$ cat config.mk
export PLATFORM = sky130hd
export DESIGN_NAME = seg_scan_ctrl_flat
export DESIGN_NICKNAME = d
export VERILOG_FILES = /design/src/rtl/seg_pkg.sv /design/src/rtl/seg_scan_ctrl_if.sv /design/src/rtl/seg_scan_timer.sv /design/src/rtl/seg_scan_ctrl.sv /design/src/flat_wrapper.sv
export SDC_FILE = /design/constraint.sdc
export NUM_CORES = 1
export LEC_CHECK = 0
export ABC_CLOCK_PERIOD_IN_PS = 2500
export BUFFER_PORTS_ARGS = -buffer_cell sky130_fd_sc_hd__buf_4
export CAP_MARGIN = 20
export CORE_MARGIN = 2
export CORE_UTILIZATION = 31
export CTS_BUF_LIST = sky130_fd_sc_hd__clkbuf_8
export CTS_CLUSTER_DIAMETER = 150
export DETAILED_ROUTE_END_ITERATION = 10
export PLACE_DENSITY = 0.57
export SLEW_MARGIN = 10
export SYNTH_ARGS = -nofsm -noshare
export SYNTH_HDL_FRONTEND = slang
export SYNTH_SLANG_ARGS = --single-unit
$ cat constraint.sdc
create_clock -name clk -period 2.5 [get_ports clk]
set_input_delay 0.375 -clock clk [delete_from_list [all_inputs] [get_ports clk]]
set_output_delay 0.375 -clock clk [all_outputs]
set_load 0.02 [all_outputs]
$ cat src/rtl/seg_pkg.sv
// Shared constants and digit-slot type for the 7-segment scan controller.
package seg_pkg;

    localparam logic [7:0] ASC_ZERO  = 8'h30;
    localparam logic [7:0] ASC_NINE  = 8'h39;
    localparam logic [7:0] ASC_BS    = 8'h08;
    localparam logic [7:0] ASC_CLR_U = 8'h43;
    localparam logic [7:0] ASC_CLR_L = 8'h63;
    localparam logic [7:0] ASC_CR    = 8'h0D;
    localparam logic [7:0] ASC_LF    = 8'h0A;

    localparam logic [3:0] BLANK_CODE = 4'hF;

    typedef struct packed {
        logic       valid;
        logic [3:0] val;
    } seg_slot_t;

    localparam seg_slot_t BLANK_SLOT = '{valid: 1'b0, val: BLANK_CODE};

endpackage

$ cat src/rtl/seg_scan_ctrl_if.sv
// Receive strobe/byte in, multiplexed digit bus and status out.
interface seg_scan_ctrl_if #(
    parameter int unsigned NUM_DIG = 4
);
    localparam int unsigned IDX_W = $clog2(NUM_DIG);

    logic               rx_valid;
    logic [7:0]         rx_data;
    logic [3:0]         dec_out;
    logic [NUM_DIG-1:0] an;
    logic [IDX_W:0]     digit_cnt;
    logic               bad_char;

    modport master (
        output rx_valid, rx_data,
        input  dec_out, an, digit_cnt, bad_char
    );

    modport slave (
        input  rx_valid, rx_data,
        output dec_out, an, digit_cnt, bad_char
    );

endinterface

$ cat src/rtl/seg_scan_timer.sv
// Scan prescaler: advances the digit index once every SCAN_DIV clocks.
module seg_scan_timer #(
    parameter int unsigned NUM_DIG  = 4,
    parameter int unsigned SCAN_DIV = 50000
) (
    input  logic                       clk,
    input  logic                       rst_n,
    output logic [$clog2(NUM_DIG)-1:0] o_idx
);

    localparam int unsigned IDX_W = $clog2(NUM_DIG);
    localparam int unsigned PRE_W = $clog2(SCAN_DIV);

    localparam logic [PRE_W-1:0] LAST_PRE = PRE_W'(SCAN_DIV - 1);
    localparam logic [IDX_W-1:0] LAST_IDX = IDX_W'(NUM_DIG - 1);

    logic [PRE_W-1:0] r_pre;
    logic [IDX_W-1:0] r_idx;
    logic             w_tick;

    assign w_tick = (r_pre == LAST_PRE);

    always_ff @(posedge clk) begin
        if (!rst_n) begin
            r_pre <= '0;
            r_idx <= '0;
        end else begin
            r_pre <= w_tick ? '0 : r_pre + PRE_W'(1);
            if (w_tick) begin
                r_idx <= (r_idx == LAST_IDX) ? '0 : r_idx + IDX_W'(1);
            end
        end
    end

    assign o_idx = r_idx;

endmodule

$ cat src/rtl/seg_scan_ctrl.sv
// Digit buffer fed by ASCII commands, time-multiplexed onto one BCD bus.
// Optional SEG_LEADING_ZERO_BLANK_EN suppresses leading zeros on display only.
module seg_scan_ctrl
    import seg_pkg::*;
#(
    parameter int unsigned NUM_DIG  = 4,
    parameter int unsigned SCAN_DIV = 50000
) (
    input  logic            clk,
    input  logic            rst_n,
    seg_scan_ctrl_if.slave  bus
);

    localparam int unsigned IDX_W = $clog2(NUM_DIG);
    localparam int unsigned CNT_W = IDX_W + 1;
    localparam logic [CNT_W-1:0] CNT_MAX = CNT_W'(NUM_DIG);

    seg_slot_t [NUM_DIG-1:0] r_buf;
    logic [CNT_W-1:0]        r_cnt;
    logic [NUM_DIG-1:0]      r_an;
    logic [3:0]              r_dec;
    logic                    r_bad;

    seg_slot_t [NUM_DIG-1:0] w_buf_nxt;
    logic [CNT_W-1:0]        w_cnt_nxt;
    logic                    w_bad_nxt;
    logic [NUM_DIG-1:0]      w_an_nxt;
    logic [3:0]              w_dec_nxt;
    logic [NUM_DIG-1:0]      w_vis;
    logic [IDX_W-1:0]        w_idx;
    logic                    w_is_dig;
    logic [3:0]              w_dig;

    seg_scan_timer #(
        .NUM_DIG  (NUM_DIG),
        .SCAN_DIV (SCAN_DIV)
    ) u_timer (
        .clk   (clk),
        .rst_n (rst_n),
        .o_idx (w_idx)
    );

    assign w_is_dig = (bus.rx_data >= ASC_ZERO) && (bus.rx_data <= ASC_NINE);
    assign w_dig    = 4'(bus.rx_data - ASC_ZERO);

    // Command decode: next buffer contents, count and bad-character pulse.
    always_comb begin
        w_buf_nxt = r_buf;
        w_cnt_nxt = r_cnt;
        w_bad_nxt = 1'b0;
        if (bus.rx_valid) begin
            if (w_is_dig) begin
                for (int i = NUM_DIG - 1; i > 0; i--) begin
                    w_buf_nxt[i] = r_buf[i-1];
                end
                w_buf_nxt[0] = '{valid: 1'b1, val: w_dig};
                if (r_cnt != CNT_MAX) begin
                    w_cnt_nxt = r_cnt + CNT_W'(1);
                end
            end else if (bus.rx_data == ASC_BS) begin
                if (r_cnt != '0) begin
                    for (int i = 0; i < NUM_DIG - 1; i++) begin
                        w_buf_nxt[i] = r_buf[i+1];
                    end
                    w_buf_nxt[NUM_DIG-1] = BLANK_SLOT;
                    w_cnt_nxt = r_cnt - CNT_W'(1);
                end
            end else if ((bus.rx_data == ASC_CLR_U) || (bus.rx_data == ASC_CLR_L)) begin
                for (int i = 0; i < NUM_DIG; i++) begin
                    w_buf_nxt[i] = BLANK_SLOT;
                end
                w_cnt_nxt = '0;
            end else if ((bus.rx_data == ASC_CR) || (bus.rx_data == ASC_LF)) begin
                w_bad_nxt = 1'b0;
            end else begin
                w_bad_nxt = 1'b1;
            end
        end
    end

    // Per-slot visibility; storage is untouched by zero suppression.
`ifdef SEG_LEADING_ZERO_BLANK_EN
    always_comb begin
        logic nz_above;
        nz_above = 1'b0;
        w_vis    = '0;
        for (int i = NUM_DIG - 1; i >= 0; i--) begin
            w_vis[i] = r_buf[i].valid &&
                       ((i == 0) || (r_buf[i].val != 4'd0) || nz_above);
            nz_above = nz_above || (r_buf[i].valid && (r_buf[i].val != 4'd0));
        end
    end
`else
    always_comb begin
        w_vis = '0;
        for (int i = 0; i < NUM_DIG; i++) begin
            w_vis[i] = r_buf[i].valid;
        end
    end
`endif

    // Display for the current slot, registered at the next edge.
    always_comb begin
        w_an_nxt  = '1;
        w_dec_nxt = BLANK_CODE;
        if (w_vis[w_idx]) begin
            w_an_nxt  = ~(NUM_DIG'(1) << w_idx);
            w_dec_nxt = r_buf[w_idx].val;
        end
    end

    always_ff @(posedge clk) begin
        if (!rst_n) begin
            for (int i = 0; i < NUM_DIG; i++) begin
                r_buf[i] <= BLANK_SLOT;
            end
            r_cnt <= '0;
            r_an  <= '1;
            r_dec <= BLANK_CODE;
            r_bad <= 1'b0;
        end else begin
            r_buf <= w_buf_nxt;
            r_cnt <= w_cnt_nxt;
            r_an  <= w_an_nxt;
            r_dec <= w_dec_nxt;
            r_bad <= w_bad_nxt;
        end
    end

    assign bus.an        = r_an;
    assign bus.dec_out   = r_dec;
    assign bus.digit_cnt = r_cnt;
    assign bus.bad_char  = r_bad;

endmodule

$ cat src/flat_wrapper.sv
// flat-port wrapper written by rule: the top's interface ports become plain ports
module seg_scan_ctrl_flat import seg_pkg::*;
#(
    parameter int unsigned NUM_DIG  = 4,
    parameter int unsigned SCAN_DIV = 50000
)
  (clk, rst_n, bus_rx_valid, bus_rx_data, bus_dec_out, bus_an, bus_digit_cnt, bus_bad_char);
  seg_scan_ctrl_if #(.NUM_DIG(NUM_DIG)) bus_i ();
  input  logic clk;
  input  logic rst_n;
  input wire logic [$bits(bus_i.rx_valid)-1:0] bus_rx_valid;
  input wire logic [$bits(bus_i.rx_data)-1:0] bus_rx_data;
  output wire logic [$bits(bus_i.dec_out)-1:0] bus_dec_out;
  output wire logic [$bits(bus_i.an)-1:0] bus_an;
  output wire logic [$bits(bus_i.digit_cnt)-1:0] bus_digit_cnt;
  output wire logic [$bits(bus_i.bad_char)-1:0] bus_bad_char;
  assign bus_i.rx_valid = bus_rx_valid;
  assign bus_i.rx_data = bus_rx_data;
  assign bus_dec_out = bus_i.dec_out;
  assign bus_an = bus_i.an;
  assign bus_digit_cnt = bus_i.digit_cnt;
  assign bus_bad_char = bus_i.bad_char;
  seg_scan_ctrl #(.NUM_DIG(NUM_DIG), .SCAN_DIV(SCAN_DIV)) u_core (.clk(clk), .rst_n(rst_n), .bus(bus_i));
endmodule
==> flow_summary.yaml <==
outcome:
  run_status: "finished, final reports clean"
place:
  io_buffers: 22
  detailed_place_hpwl_mm: 3.21
  gp_routability_congestion: 0.737
timing:
  maxClockFrequency_ghz: 0.511
  grt_setup_unrepaired: "no"
  slew_headroom_pct: 60.2
  worst_pin_slew_ns: 0.596
  report.final.hold_viol_count: 0
  final.setup_skew_ns: 0.00556
  final_max_slew_viol_count: 0
  post-route-min-period_ns: 1.96
  setup_viol_count_final: 0
  setup_total_negative_slack_ns: 0
  min_period_over_period_pct: 78.3
critical_path:
  crit_path_start: "u_core.u_timer.r_pre[0]$_SDFF_PP0_"
  reg2reg_slack_ns: 0.54
  regToRegEndpoint: "u_core.u_timer.r_pre[2]$_SDFF_PP0_"
  rr_startpoint: "u_core.u_timer.r_pre[0]$_SDFF_PP0_"
  critical_path.endpoint: "u_core.u_timer.r_pre[2]$_SDFF_PP0_"
  worst-endpoint-required_ns: 2.67
  worst-endpoint-arrival_ns: 2.13
  rr_worst_depth: 6
  timing.setup.critical_path_class: "reg -> reg"
  timing.critical_path.fanout_max: 15
  start_kind: "flop"
  worstSetupEndpointType: "flop"
synthesis:
  yosys-top-cells-count: "dfxtp_1, nand2_1, nor2_1, o211ai_1, o22ai_1"
  synthesis.instances: 248
  yosysTopAreaCell: "dfxtp_1"
  yosysWarnings: 0
  mapped_nets: 267
  synth-edff-count: 0
  synth.yosys.seq_area_share_pct: 43.1
  synth-main-ff-cell: "dfxtp_1"
  synthTopCellsByArea: "dfxtp_1, mux4_2, nand2_1"
  syn-cell-area_um2: 2320
  synth.ff_latch_count: 50
  synthesis.area_per_instance_um2: 9.36
  asyncSetResetFlopFracSynth_pct: 0
  yosys.area.top_type_share_pct: 43.1
  synth.most_common_cell: "dfxtp_1"
  synth_cell_type_count: 43
cts:
  cts_made_buffers: 5
  root_buffer: "clkbuf_8"
  cts_resized: 0
  latest_clock_arrival_within_the_worst_skew_pair_ns: 0.30
  cts_htree_levels: 2
  cts_setup_buffers: 0
  cts_num_sinks: 50
  clk_path_buf_depth: 2
  holdBufCountCts: 0
  clock_slew_seen_by_the_registers_of_the_worst_setup_and_hold_paths_ns: 0.08
  cts_tree: "done"
die:
  placement_rows: 31
  die-height_um: 90.5
  start_util_pct: 32.0
  floorplan.io_pins: 23
  die_x_um: 90.5
  total_core_area_um2: 7250
  dieArea_um2: 8190
worst_hold_path:
  hold_path_depth: 2
  hold_path_class: "in -> reg"
global_routing:
  grt_start_max_net_pins: 30
  number_of_global_route_vias_before_repair: 1612
  grt_overall_usage_pct: 11.7
  overflow: 0
  first_pass_grt_wire_length_mm: 7.86
  grt_antenna_before_repair: 0
job:
  timing.max_cap.violations: 0
drt:
  drt-wirelength-per-cell_um: 12.7
  drt_iter0_markers: 122
  antenna_left: 0
  drt_first_pass_iters: 4
  via_count: 1773
  drcViolationCount: 0
  finalWirelength_mm: 4.60
  routed_vias_inst: 4.90
pwr:
  pwr_density_cell_nw_per_um2: 513
  leakagePower_nw: 1.00
  ir_drop_v: 0.000199
  p_total_mw: 1.35
cells_and_area:
  layout.nets: 283
  areaGrowthSynthToFinish_pct: 13.4
  final_layout_size_suffix_gt1_share_pct: 14.4
  diodes: 0
[cell usage in the layout (no fill, tap or decap), types with 4 or more instances in the layout]
| cell type | Yosys | final |
|---|---|---|
| nand3_1 | 7 | 7 |
| buf_4 | 2 | 24 |
| nand2b_1 | 5 | 5 |
| mux4_2 | 5 | 5 |
| nor2_1 | 25 | 25 |
| and3_1 | 4 | 4 |
| ha_1 | 8 | 8 |
| nand2_1 | 30 | 30 |
| xor2_1 | 8 | 8 |
| o21ai_0 | 5 | 5 |
| o21ai_1 | 5 | 5 |
| nor3_1 | 8 | 8 |
| o211ai_1 | 12 | 12 |
| clkbuf_8 | 0 | 6 |
| o22ai_1 | 11 | 11 |
| xnor2_1 | 6 | 6 |
| dfxtp_1 | 50 | 50 |
| inv_1 | 5 | 5 |
[cell type report]
cell class	count	area, µm²
fill	758	4620
clock buffer	6	82.6
timing repair buffer	24	180
inverter	5	18.8
tap	99	124
sequential	50	1000
multi-input combinational	178	1220
[per-layer routing]
metal	GRT usage, %	up-vias	routed length, µm	part of all wire (%)
met3	2.84	6	201	4.4
met4	4.23	0	73	1.6
met2	16.5	43	1900	41
met1	17.2	804	2430	53
met5	0	-	0	0
li1	-	920	-	-
[report_power, final]
part           switching (mW)  internal [mW]  total [mW]
Clock                   0.247          0.214       0.460
Combinational          0.0405         0.0324      0.0729
Sequential            0.00931          0.807       0.816
Total                   0.296           1.05        1.35
[kinds of logic (layout without fill, tap and decap cells)]
kind of cell | Yosys count | after routing | share of synthesized area (%)
mux | 6 | 6 | 5.28
simple gates | 101 | 101 | 22.1
fa+ha+maj | 8 | 8 | 4.31
xor+xnor | 14 | 14 | 5.28
buf+inv | 20 | 35 | 4.10
compound gates | 49 | 49 | 15.8
flops | 50 | 50 | 43.1
[sequential cells by signal, summed over array words and instances (netlist names)]
signal	count
u_core.u_timer.r_pre	16
u_core.u_timer.o_idx	2
u_core.bus.dec_out	4
u_core.bus.digit_cnt	3
u_core.bus.bad_char	1
u_core.r_buf	20
u_core.bus.an	4
[metrics by stage]
stage,hold slack (ns),setup WS [ns],utilization (%),std cells,cell area (µm²)
after floorplan,0.426,0.775,-,248,2320
after global placement,0.446,0.386,35.1,356,2550
after detailed placement,0.460,0.341,35.1,356,2550
after CTS,0.417,0.534,36.3,362,2630
after global routing,0.406,0.325,36.3,362,2630
final,0.422,0.542,36.3,362,2630
[worst min path at each step]
stage	start	to	slack, ns
after floorplan	u_core.u_timer.r_pre[0]$_SDFF_PP0_	u_core.u_timer.r_pre[0]$_SDFF_PP0_	0.43
after global placement	u_core.u_timer.r_pre[0]$_SDFF_PP0_	u_core.u_timer.r_pre[0]$_SDFF_PP0_	0.45
after detailed placement	u_core.u_timer.r_pre[0]$_SDFF_PP0_	u_core.u_timer.r_pre[0]$_SDFF_PP0_	0.46
after CTS	rst_n	u_core.r_buf[18]$_SDFFE_PN1P_	0.42
after global routing	bus_rx_valid	u_core.bus.bad_char$_SDFF_PP0_	0.41
final	bus_rx_valid	u_core.bus.bad_char$_SDFF_PP0_	0.42
[worst max-delay path, cell delays in order, from the launching register on]
cell and delay [ns]:
dfxtp_1 0.38, ha_1 0.19, and3_1 0.28, and3_1 0.23, nand3_1 0.19, nand2_1 0.45, nor2_1 0.10
Power figures use the tool's default switching activity.
